--- src/rtl/uart_tx_if.sv ---
// uart_tx_if: write handshake between the UART register block and the TX stage.
//   tx_data   word to transmit (DATA_BITS wide)
//   tx_valid  tx_data is valid this cycle
//   tx_ready  TX FIFO can accept a word
// Modports: master = register block side, slave = uart_tx side.
interface uart_tx_if #(
   parameter int unsigned DATA_BITS = 8
);
   logic [DATA_BITS-1:0] tx_data;
   logic                 tx_valid;
   logic                 tx_ready;

   modport master (
      output tx_data,
      output tx_valid,
      input  tx_ready
   );

   modport slave (
      input  tx_data,
      input  tx_valid,
      output tx_ready
   );
endinterface

--- src/rtl/uart_tx.sv ---
// uart_tx: buffered UART transmitter. Words enter a small FIFO through a valid/ready
// handshake and are sent LSB-first as start / data / stop frames, one bit per tick.
// Ports:
//   clk    system clock, rising edge
//   reset  asynchronous active-high reset; aborts any frame and empties the FIFO
//   tick   one-clock bit-period strobe from the baud generator
//   bus    slave side of uart_tx_if (tx_data, tx_valid in; tx_ready out = !full)
//   tx     registered serial line, idles high
//   busy   registered; high while a frame is in progress or the FIFO holds data
module uart_tx #(
   parameter int unsigned DATA_BITS  = 8,
   parameter int unsigned STOP_BITS  = 1,
   parameter int unsigned FIFO_DEPTH = 4
) (
   input  logic      clk,
   input  logic      reset,
   input  logic      tick,
   uart_tx_if.slave  bus,
   output logic      tx,
   output logic      busy
);

   localparam int unsigned AW = $clog2(FIFO_DEPTH);
   localparam int unsigned PW = AW + 1;
   localparam int unsigned CW = $clog2(DATA_BITS);

   typedef enum logic [1:0] {StIdle, StStart, StData, StStop} state_e;

   state_e               state;
   logic [PW-1:0]        wr_ptr;
   logic [PW-1:0]        rd_ptr;
   logic [DATA_BITS-1:0] mem [FIFO_DEPTH];
   logic [DATA_BITS-1:0] shreg;
   logic [CW-1:0]        bit_cnt;
   logic                 stop_cnt;

   logic                 empty;
   logic                 full;
   logic                 push;
   logic                 pop;
   logic                 bit_last;
   logic                 stop_last;
   logic                 next_idle;
   logic [PW-1:0]        wr_ptr_nxt;
   logic [PW-1:0]        rd_ptr_nxt;

   // Extra pointer MSB distinguishes full from empty when the index bits match.
   assign empty = (wr_ptr == rd_ptr);
   assign full  = (wr_ptr[AW] != rd_ptr[AW]) && (wr_ptr[AW-1:0] == rd_ptr[AW-1:0]);

   assign bus.tx_ready = !full;

   // Refused while full even if a pop happens in the same cycle.
   assign push = bus.tx_valid && !full;

   assign bit_last  = (bit_cnt == CW'(DATA_BITS - 1));
   assign stop_last = (stop_cnt == 1'(STOP_BITS - 1));

   // Uses the registered empty flag, so a word pushed on this edge cannot start a frame yet.
   assign pop = tick && !empty && ((state == StIdle) || ((state == StStop) && stop_last));

   assign wr_ptr_nxt = wr_ptr + PW'(push);
   assign rd_ptr_nxt = rd_ptr + PW'(pop);

   assign next_idle = ((state == StIdle) && !pop) ||
                      ((state == StStop) && tick && stop_last && !pop);

   // Storage carries no reset; the pointers alone define what is valid.
   always_ff @(posedge clk) begin
      if (push) begin
         mem[wr_ptr[AW-1:0]] <= bus.tx_data;
      end
   end

   always_ff @(posedge clk or posedge reset) begin
      if (reset) begin
         state    <= StIdle;
         wr_ptr   <= '0;
         rd_ptr   <= '0;
         shreg    <= '0;
         bit_cnt  <= '0;
         stop_cnt <= 1'b0;
         tx       <= 1'b1;
         busy     <= 1'b0;
      end else begin
         wr_ptr <= wr_ptr_nxt;
         rd_ptr <= rd_ptr_nxt;
         busy   <= !next_idle || (wr_ptr_nxt != rd_ptr_nxt);

         if (tick) begin
            unique case (state)
               StIdle: begin
                  if (pop) begin
                     shreg <= mem[rd_ptr[AW-1:0]];
                     tx    <= 1'b0;
                     state <= StStart;
                  end else begin
                     tx <= 1'b1;
                  end
               end
               StStart: begin
                  tx      <= shreg[0];
                  shreg   <= {1'b0, shreg[DATA_BITS-1:1]};
                  bit_cnt <= '0;
                  state   <= StData;
               end
               StData: begin
                  if (bit_last) begin
                     tx       <= 1'b1;
                     stop_cnt <= 1'b0;
                     state    <= StStop;
                  end else begin
                     tx      <= shreg[0];
                     shreg   <= {1'b0, shreg[DATA_BITS-1:1]};
                     bit_cnt <= bit_cnt + CW'(1);
                  end
               end
               StStop: begin
                  if (stop_last) begin
                     if (pop) begin
                        // Next word follows immediately; no idle bit between frames.
                        shreg <= mem[rd_ptr[AW-1:0]];
                        tx    <= 1'b0;
                        state <= StStart;
                     end else begin
                        state <= StIdle;
                     end
                  end else begin
                     stop_cnt <= stop_cnt + 1'b1;
                  end
               end
               default: state <= StIdle;
            endcase
         end
      end
   end

endmodule

--- src/flat_wrapper.sv ---
// flat-port wrapper written by rule: the top's interface ports become plain ports
module uart_tx_flat 
#(
   parameter int unsigned DATA_BITS  = 8,
   parameter int unsigned STOP_BITS  = 1,
   parameter int unsigned FIFO_DEPTH = 4
)
  (clk, reset, tick, tx, busy, bus_tx_data, bus_tx_valid, bus_tx_ready);
  uart_tx_if #(.DATA_BITS(DATA_BITS)) bus_i ();
  input  logic clk;
  input  logic reset;
  input  logic tick;
  output logic tx;
  output logic busy;
  input wire logic [$bits(bus_i.tx_data)-1:0] bus_tx_data;
  input wire logic [$bits(bus_i.tx_valid)-1:0] bus_tx_valid;
  output wire logic [$bits(bus_i.tx_ready)-1:0] bus_tx_ready;
  assign bus_i.tx_data = bus_tx_data;
  assign bus_i.tx_valid = bus_tx_valid;
  assign bus_tx_ready = bus_i.tx_ready;
  uart_tx #(.DATA_BITS(DATA_BITS), .STOP_BITS(STOP_BITS), .FIFO_DEPTH(FIFO_DEPTH)) u_core (.clk(clk), .reset(reset), .tick(tick), .bus(bus_i), .tx(tx), .busy(busy));
endmodule
--- config.mk ---
export PLATFORM = sky130hd
export DESIGN_NAME = uart_tx_flat
export DESIGN_NICKNAME = d
export VERILOG_FILES = /design/src/rtl/uart_tx_if.sv /design/src/rtl/uart_tx.sv /design/src/flat_wrapper.sv
export SDC_FILE = /design/constraint.sdc
export NUM_CORES = 1
export LEC_CHECK = 0
export ABC_AREA = 1
export ABC_CLOCK_PERIOD_IN_PS = 3400
export CORE_UTILIZATION = 55
export CTS_CLUSTER_DIAMETER = 50
export DETAILED_ROUTE_END_ITERATION = 8
export PLACE_DENSITY = 0.75
export SYNTH_ARGS = -nofsm -noshare
export SYNTH_HDL_FRONTEND = slang
export SYNTH_SLANG_ARGS = --single-unit
--- constraint.sdc ---
create_clock -name clk -period 3.4 [get_ports clk]
set_clock_uncertainty 0.2 [all_clocks]
set_input_delay 0.68 -clock clk [delete_from_list [all_inputs] [get_ports clk]]
set_output_delay 0.68 -clock clk [all_outputs]
set_load 0.03 [all_outputs]
==> results of run 1 <==
per-stage QoR:
stage	area, sq um	worst slack (ns)
floorplan	2460	0.922
global placement	2660	0.704
global route	2770	0.149
finish	2770	0.326
CTS	2770	0.312
detailed placement	2660	0.648
critical path, stage by stage (launching register included):
cell,delay [ns]
dfrtp_1,0.76
inv_4,0.19
nand2_2,0.13
nand2_4,0.06
nand4_1,0.09
clkdlybuf4s50_1,0.67
per-layer routing:
layer,global-route usage,up-vias,wire length (microns)
met2,0.337,37,2070
met5,0,-,0
met3,0.0444,7,169
met4,0.0740,0,54
li1,-,831,-
met1,0.286,737,2040
placed cells by master, fill, tap and decap left out, types with 2 or more instances in the layout:
cell type         n
xor2_1            3
buf_4             4
edfxtp_1         32
nand2_1          89
clkbuf_8          5
clkdlybuf4s50_1  14
ha_1             10
dfrtp_1          20
nor3_1            4
a21oi_1           3
nand4_1           2
nor2_1            4
o21ai_0           6
nand3_1          26
xnor2_1           2
inv_1            19
nand2_2           3
inv_4             2
nand2_4           3
cells by family after synthesis:
logic type | synth area share
AND/OR/NAND/NOR | 0.240
AO/OA/AOI/OAI | 0.0315
flip-flops | 0.604
XOR/XNOR | 0.0178
buffers and inverters | 0.0563
adder cells (fa/ha/maj) | 0.0508
sequential cells by signal, indices dropped and copies added (netlist names):
name            flops
u_core.mem         32
u_core.shreg        8
u_core.bit_cnt      3
u_core.rd_ptr       3
u_core.wr_ptr       3
u_core.state        2
u_core.busy         1
u_core.tx           1
final cells by class:
cell class,count,area [sq um]
inverter,23,98.8
multi-input combinational,160,838
fill,343,1380
clock inverter,2,35.0
clock buffer,6,72.6
tap,50,62.6
sequential,53,1490
timing repair buffer,18,170
cells in the mapped netlist (2+ instances only):
cell type  number  share of area
dfrtp_1        20           0.20
nor2_1          4         0.0061
a21oi_1         3         0.0061
inv_4           2         0.0051
nand4_1         2         0.0051
xor2_1          3          0.011
nand2_2         3         0.0076
buf_2           2         0.0041
nor3_1          4         0.0081
ha_1           10          0.051
nand2_1        89           0.14
buf_6           2         0.0091
xnor2_1         2         0.0071
nand2_4         3          0.014
o21ai_0         6          0.012
inv_1          19          0.029
edfxtp_1       32           0.39
nand3_1        26          0.053
final timing paths:
check                            startpoint          endpoint  slack [ns]  cells after the start
hold reg to reg                   u_core.tx         u_core.tx        0.27                      2
min in group asynchronous             reset  u_core.wr_ptr[2]        0.64                      2
hold / removal                    u_core.tx         u_core.tx        0.27                      2
setup / recovery           u_core.rd_ptr[0]      bus_tx_ready        0.33                      5
max in group asynchronous             reset   u_core.shreg[5]        1.84                      2
setup reg to reg            u_core.state[0]       u_core.busy        0.65                     11
power breakdown:
part	switching [mW]	total, mW	internal [mW]
sequential	0.159	1.05	0.892
clock	0.194	0.412	0.219
combinational	0.662	1.06	0.398
total	1.01	2.52	1.51
==> flow_metrics.env, run 1 <==
export IMPL_synth_edff_count=32
export IMPL_track_usage=0.212
export IMPL_yosysWarningCount=0
export IMPL_ys_flop_type="edfxtp_1"
export IMPL_rsz0062_at_grt="no"
export IMPL_holdCritPathClass="reg2reg"
export IMPL_outcome="finished clean"
export IMPL_io_buffer_count=14
export IMPL_finalNetCount=283
export IMPL_ys_types=27
export IMPL_vias_in_the_first_global_route=1576
export IMPL_timing_fmax_mhz=325
export IMPL_timing_final_setup_violations=0
export IMPL_core_region_area_sq_mm=0.00414
export IMPL_route_detailed_vias_per_inst=5.17
export IMPL_cts_clk_slew_worst_paths_ns=0.09
export IMPL_synthArstFlopShare=0.396
export IMPL_report_final_slew_viol_count=0
export IMPL_power_per_cell_area_mw_per_mm2=913
export IMPL_first_iteration_detailed_routing_drc_count=138
export IMPL_hold_slack_ns=0.274
export IMPL_minimum_period_implied_by_the_final_worst_setup_slack_ns=3.07
export IMPL_post_route_drc_count=0
export IMPL_placed_cells=304
export IMPL_syn_avg_cell_area_sq_um=10.2
export IMPL_ir_drop_uv=476
export IMPL_drv_cap=0
export IMPL_setup_worst_path_start_class="flip-flop"
export IMPL_critical_path_endpoint_type="output port"
export IMPL_p_leak_nw=1.25
export IMPL_type_of_the_worst_setup_path="reg2out"
export IMPL_timing_setup_tns_ns=0
export IMPL_post_dp_hpwl_microns=3130
export IMPL_timing_final_hold_violations=0
export IMPL_critPathArrivalTime_ns=2.19
export IMPL_cts_sinks=53
export IMPL_insertion_delay_ns=0.30
export IMPL_final_util=0.667
export IMPL_synth_seq_cells=53
export IMPL_total_routed_wirelength_microns=4330
export IMPL_max_clock_path_buffers=2
export IMPL_number_of_antenna_violations_at_the_first_check_in_global_routing=0
export IMPL_cts_repair_resized=0
export IMPL_num_io_pins=15
export IMPL_fp_dieH_microns=68.9
export IMPL_ant_nets=0
export IMPL_cts_root_buffer_cell="clkbuf_8"
export IMPL_post_route_period_util=0.904
export IMPL_fp_row_count=23
export IMPL_tritoncts_num_buffers=5
export IMPL_synthCells=241
export IMPL_synthesis_area_sq_mm=0.00246
export IMPL_register_area_share_after_synthesis=0.604
export IMPL_place_gp_congestion=0.871
export IMPL_floorplan_die_area_sq_mm=0.00475
export IMPL_final_layout_size_suffix_gt1_frac=0.0954
export IMPL_slew_headroom=0.439
export IMPL_synth_net_count=263
export IMPL_cts_tree="built"
export IMPL_routed_wire_length_per_instance_microns=13.9
export IMPL_vias=1612
export IMPL_cts_repair_timing_setup_buffer_count=0
export IMPL_antenna_diode_count=0
export IMPL_worst_endpoint_required_ns=2.52
export IMPL_grt_overflow_total=0
export IMPL_htree_num_levels=2
export IMPL_worst_path_maximum_fanout=19
export IMPL_dr_pass1_iters=4
export IMPL_grt_start_max_net_pins=22
export IMPL_die_w_microns=68.9
export IMPL_syn2layout_area_growth_pct=12.2
export IMPL_post_layout_cell_count=312
export IMPL_cts_hold_buffers=0
export IMPL_initial_utilization=0.595
export IMPL_total_power_mw=2.52
export IMPL_worst_tran_pin_value_ns=0.841
export IMPL_grt_pass1_wl_microns=7060
Note: power is estimated with default switching activity, not from simulation.
==> run 2: changes to the inputs <==
--- a/config.mk
+++ b/config.mk
@@ -10,7 +10,7 @@
 export CORE_UTILIZATION = 55
 export CTS_CLUSTER_DIAMETER = 50
 export DETAILED_ROUTE_END_ITERATION = 8
-export PLACE_DENSITY = 0.75
+export PLACE_DENSITY = 0.72
 export SYNTH_ARGS = -nofsm -noshare
 export SYNTH_HDL_FRONTEND = slang
 export SYNTH_SLANG_ARGS = --single-unit
==> run 2 against run 1 <==
- combinational power is 4% higher
- hold slack improved by 0.0033 ns
- sequential power barely moved
- maximum frequency is 4.1% higher
- highest routed layer unchanged
==> flow_metrics.env, run 2 (synthesis gave the netlist of run 1 again) <==
export IMPL_outcome="finished clean"
export IMPL_worst_endpoint_required_ns=2.52
export IMPL_rsz0062_at_grt="no"
export IMPL_final_layout_size_suffix_gt1_frac=0.103
export IMPL_hold_slack_ns=0.277
export IMPL_ir_drop_uv=514
export IMPL_cts_hold_buffers=0
export IMPL_rr_startpoint="u_core.state[0]"
export IMPL_number_of_antenna_violations_at_the_first_check_in_global_routing=0
export IMPL_post_dp_hpwl_microns=2980
export IMPL_timing_final_setup_violations=0
export IMPL_fin_ws_ns=0.446
export IMPL_cts_tree="built"
export IMPL_timing_fmax_mhz=338
export IMPL_fillCellCount=324
export IMPL_first_iteration_detailed_routing_drc_count=121
export IMPL_most_frequent_standard_cell_in_the_layout_excluding_fill_and_tap_cells="nand2_1"
export IMPL_cts_repair_resized=0
export IMPL_grt_start_max_net_pins=22
export IMPL_htree_num_levels=2
export IMPL_cpPeakStageDelay_ns=0.71
export IMPL_vias=1604
export IMPL_die_w_microns=68.9
export IMPL_track_usage=0.209
export IMPL_tritoncts_num_buffers=5
export IMPL_critical_path_cell_chain="inv_8 -> nand2_4 -> nand2_4 -> nand4_1 -> clkdlybuf4s50_1"
export IMPL_timing_critical_path_max_delay_family="buffers and inverters"
export IMPL_final_util=0.667
export IMPL_ant_nets=0
export IMPL_place_gp_congestion=0.798
export IMPL_p_leak_nw=1.25
export IMPL_crit_path_top_delay_cell="dfrtp_1"
export IMPL_post_route_drc_count=0
export IMPL_num_io_pins=15
export IMPL_reg2reg_slack_ns=0.57
export IMPL_total_power_mw=2.50
export IMPL_initial_utilization=0.595
export IMPL_cts_repair_timing_setup_buffer_count=0
export IMPL_drv_cap=0
export IMPL_report_final_slew_viol_count=0
export IMPL_grt_pass1_wl_microns=6900
export IMPL_core_region_area_sq_mm=0.00414
export IMPL_post_layout_cell_count=313
export IMPL_postLayoutCellArea_sq_mm=0.00276
export IMPL_cts_sinks=53
export IMPL_antenna_diode_count=0
export IMPL_hp_start="u_core.tx"
export IMPL_slew_headroom=0.459
export IMPL_vias_in_the_first_global_route=1487
export IMPL_cts_root_buffer_cell="clkbuf_8"
export IMPL_fp_row_count=23
export IMPL_minimum_period_implied_by_the_final_worst_setup_slack_ns=2.95
export IMPL_setup_worst_path_start_class="flip-flop"
export IMPL_setup_slack_placement_ns=0.608
export IMPL_critical_path_endpoint_type="output port"
export IMPL_routed_wire_length_per_instance_microns=13.4
export IMPL_floorplan_die_area_sq_mm=0.00475
export IMPL_route_detailed_vias_per_inst=5.12
export IMPL_fp_dieH_microns=68.9
export IMPL_finalNetCount=284
export IMPL_dr_pass1_iters=4
export IMPL_grt_overflow_total=0
export IMPL_timing_final_hold_violations=0
export IMPL_cts_clk_slew_worst_paths_ns=0.10
export IMPL_critical_path_top_cell_by_count="nand2_4"
export IMPL_syn2layout_area_growth_pct=12.1
export IMPL_critPathArrivalTime_ns=2.07
export IMPL_io_buffer_count=14
export IMPL_min_path_cells=2
export IMPL_cp_buffers_inverters=2
export IMPL_worst_tran_pin_value_ns=0.811
export IMPL_max_clock_path_buffers=2
export IMPL_crit_reg2reg_capture="u_core.busy"
export IMPL_timing_setup_tns_ns=0
export IMPL_worst_path_maximum_fanout=10
export IMPL_post_route_period_util=0.869
export IMPL_type_of_the_worst_setup_path="reg2out"
export IMPL_whs_endpoint="u_core.tx"
export IMPL_r2r_worst_path_cells=11
export IMPL_total_routed_wirelength_microns=4180
export IMPL_insertion_delay_ns=0.31
export IMPL_largest_register_ffs=32
export IMPL_placed_cells=305
export IMPL_power_per_cell_area_mw_per_mm2=906
export IMPL_holdCritPathClass="reg2reg"
export IMPL_placement_cell_area_sq_mm=0.00267
export IMPL_final_cell_mix="nand2_1 (89), edfxtp_1 (32), nand3_1 (26)"
## run 2: changes by cell type in the layout (fill, tap and decap cells not counted)
cell / delta
buf_4: +1
bufinv_16: -1
inv_6: +1
inv_8: +1
clkinv_4: +1
clkbuf_1: -1
clkinv_2: -1
## run 2: cell type report
cell class              instances  area [sq um]  area share
clock buffers                   5          68.8      0.0249
repair buffers                 19           178      0.0643
well taps                      50          62.6      0.0226
inverters                      23          98.8      0.0358
clock inverters                 3          28.8      0.0104
multi-input cells             160           838       0.303
flip-flops and latches         53          1490       0.538
## run 2: worst min-delay path, cell delays in order (launching register included)
cell and delay, ns:
dfstp_2 0.38, nand2_1 0.05, nand2_1 0.05
## run 2: routing by layer
metal / vias up / global-route usage / share of wire
met5: - / 0 / 0
met4: 0 / 0.0689 / 0.010
met3: 4 / 0.0543 / 0.035
met2: 30 / 0.341 / 0.46
met1: 733 / 0.272 / 0.49
li1: 837 / - / -
## run 2: report_power, final
group	total (mW)	internal, mW	leakage [nW]	switching (mW)
Combinational	1.10	0.405	0.649	0.690
Clock	0.373	0.154	0.0506	0.219
Sequential	1.04	0.892	0.549	0.143
## run 2: worst max path at each step
stage	cells past startpoint	start	to
floorplan	13	u_core.rd_ptr[1]	u_core.busy
global placement	11	u_core.state[0]	u_core.busy
detailed placement	11	u_core.state[0]	u_core.busy
CTS	5	u_core.rd_ptr[1]	bus_tx_ready
global route	5	u_core.rd_ptr[1]	bus_tx_ready
finish	5	u_core.rd_ptr[1]	bus_tx_ready
==> run 3: changes to the inputs <==
--- a/config.mk
+++ b/config.mk
@@ -10,6 +10,7 @@
 export CORE_UTILIZATION = 55
 export CTS_CLUSTER_DIAMETER = 50
 export DETAILED_ROUTE_END_ITERATION = 8
+export MAX_ROUTING_LAYER = met4
 export PLACE_DENSITY = 0.72
 export SYNTH_ARGS = -nofsm -noshare
 export SYNTH_HDL_FRONTEND = slang
==> run 3 against run 2 <==
- non-clock buffer count stayed put
- maximum frequency hardly changed
- cell area stayed put
- global-route usage is 0.61 points higher
- power hardly changed
- register-to-register slack hardly changed
- die area stayed put
- worst setup slack better by 0.0013 ns
- largest power group unchanged
==> flow_metrics.env, run 3 (synthesis gave the netlist of run 1 again) <==
export IMPL_total_power_mw=2.50
export IMPL_cts_root_buffer_cell="clkbuf_8"
export IMPL_post_route_period_util=0.869
export IMPL_setup_slack_placement_ns=0.608
export IMPL_num_io_pins=15
export IMPL_die_w_microns=68.9
export IMPL_vias_in_the_first_global_route=1486
export IMPL_htree_num_levels=2
export IMPL_rsz0062_at_grt="no"
export IMPL_tritoncts_num_buffers=5
export IMPL_cts_tree="built"
export IMPL_floorplan_die_area_sq_mm=0.00475
export IMPL_final_cell_mix="nand2_1 (89), edfxtp_1 (32), nand3_1 (26)"
export IMPL_vias=1602
export IMPL_place_gp_congestion=0.809
export IMPL_drv_cap=0
export IMPL_crit_path_top_delay_cell="dfrtp_1"
export IMPL_critical_path_cell_chain="inv_8 -> nand2_4 -> nand2_4 -> nand4_1 -> clkdlybuf4s50_1"
export IMPL_setup_worst_path_start_class="flip-flop"
export IMPL_max_clock_path_buffers=2
export IMPL_hold_slack_ns=0.277
export IMPL_outcome="finished clean"
export IMPL_timing_setup_tns_ns=0
export IMPL_track_usage=0.216
export IMPL_first_iteration_detailed_routing_drc_count=122
export IMPL_fp_row_count=23
export IMPL_initial_utilization=0.595
export IMPL_holdCritPathClass="reg2reg"
export IMPL_number_of_antenna_violations_at_the_first_check_in_global_routing=0
export IMPL_slew_headroom=0.458
export IMPL_critPathArrivalTime_ns=2.07
export IMPL_fin_ws_ns=0.447
export IMPL_timing_fmax_mhz=339
export IMPL_p_leak_nw=1.25
export IMPL_cts_hold_buffers=0
export IMPL_fillCellCount=324
export IMPL_fp_dieH_microns=68.9
export IMPL_power_per_cell_area_mw_per_mm2=907
export IMPL_ant_nets=0
export IMPL_worst_tran_pin_value_ns=0.813
export IMPL_grt_overflow_total=0
export IMPL_post_dp_hpwl_microns=2980
export IMPL_worst_endpoint_required_ns=2.52
export IMPL_grt_start_max_net_pins=22
export IMPL_critical_path_top_cell_by_count="nand2_4"
export IMPL_worst_path_maximum_fanout=10
export IMPL_most_frequent_standard_cell_in_the_layout_excluding_fill_and_tap_cells="nand2_1"
export IMPL_minimum_period_implied_by_the_final_worst_setup_slack_ns=2.95
export IMPL_cts_repair_resized=0
export IMPL_critical_path_endpoint_type="output port"
export IMPL_insertion_delay_ns=0.32
export IMPL_type_of_the_worst_setup_path="reg2out"
export IMPL_ir_drop_uv=513
export IMPL_grt_pass1_wl_microns=6910
export IMPL_timing_final_setup_violations=0
export IMPL_report_final_slew_viol_count=0
export IMPL_finalNetCount=284
export IMPL_routed_wire_length_per_instance_microns=13.4
export IMPL_final_layout_size_suffix_gt1_frac=0.103
export IMPL_syn2layout_area_growth_pct=12.1
export IMPL_route_detailed_vias_per_inst=5.12
export IMPL_timing_final_hold_violations=0
export IMPL_largest_register_ffs=32
export IMPL_core_region_area_sq_mm=0.00414
export IMPL_dr_pass1_iters=4
export IMPL_cts_sinks=53
export IMPL_cts_repair_timing_setup_buffer_count=0
export IMPL_antenna_diode_count=0
export IMPL_post_route_drc_count=0
export IMPL_cpPeakStageDelay_ns=0.71
export IMPL_total_routed_wirelength_microns=4190
export IMPL_io_buffer_count=14
export IMPL_cts_clk_slew_worst_paths_ns=0.10
==> run 3: cell counts in the layout (fill, tap and decap cells not counted) <==
Identical to the previous run, type by type.
==> run 3: worst max-delay path, delay by kind of cell, from the launching register on <==
kind	cells	cell delay [ns]
simple gates	3	0.26
flops	1	0.71
buf+inv	2	0.79
==> run 3: per-stage QoR <==
step	utilization	std cells	area [sq um]
6_report	0.667	313	2760
5_1_grt	0.667	313	2760
4_1_cts	0.667	313	2760
3_5_place_dp	0.643	305	2670
3_3_place_gp	0.643	305	2670
2_1_floorplan	-	241	2460
==> run 3: report_power, final <==
group	internal, mW	switching (mW)
registers	0.892	0.143
logic	0.405	0.691
clock network	0.154	0.219
==> run 3: layout make-up <==
| cell class | instances | area (sq um) | share of cell area |
|---|---|---|---|
| repair buffers | 19 | 178 | 0.0643 |
| inverters | 23 | 98.8 | 0.0358 |
| flip-flops and latches | 53 | 1490 | 0.538 |
| clock buffers | 5 | 68.8 | 0.0249 |
| multi-input cells | 160 | 838 | 0.303 |
| well taps | 50 | 62.6 | 0.0226 |
| clock inverters | 3 | 28.8 | 0.0104 |
==> run 3: worst paths after layout <==
kind	startpoint	to	slack [ns]	cells past startpoint
min in group asynchronous	reset	u_core.wr_ptr[2]	0.61	2
max in group asynchronous	reset	u_core.wr_ptr[1]	1.88	2
min	u_core.tx	u_core.tx	0.28	2
min reg2reg	u_core.tx	u_core.tx	0.28	2
max reg2reg	u_core.state[0]	u_core.busy	0.57	11
max	u_core.rd_ptr[1]	bus_tx_ready	0.45	5
==> run 3: routing by layer <==
layer / vias to the layer above / global-route usage / part of all wire
met1: 724 / 0.272 / 0.49
met5: - / - / 0
met3: 7 / 0.0543 / 0.041
li1: 837 / - / -
met2: 34 / 0.341 / 0.46
met4: 0 / 0.0689 / 0.011
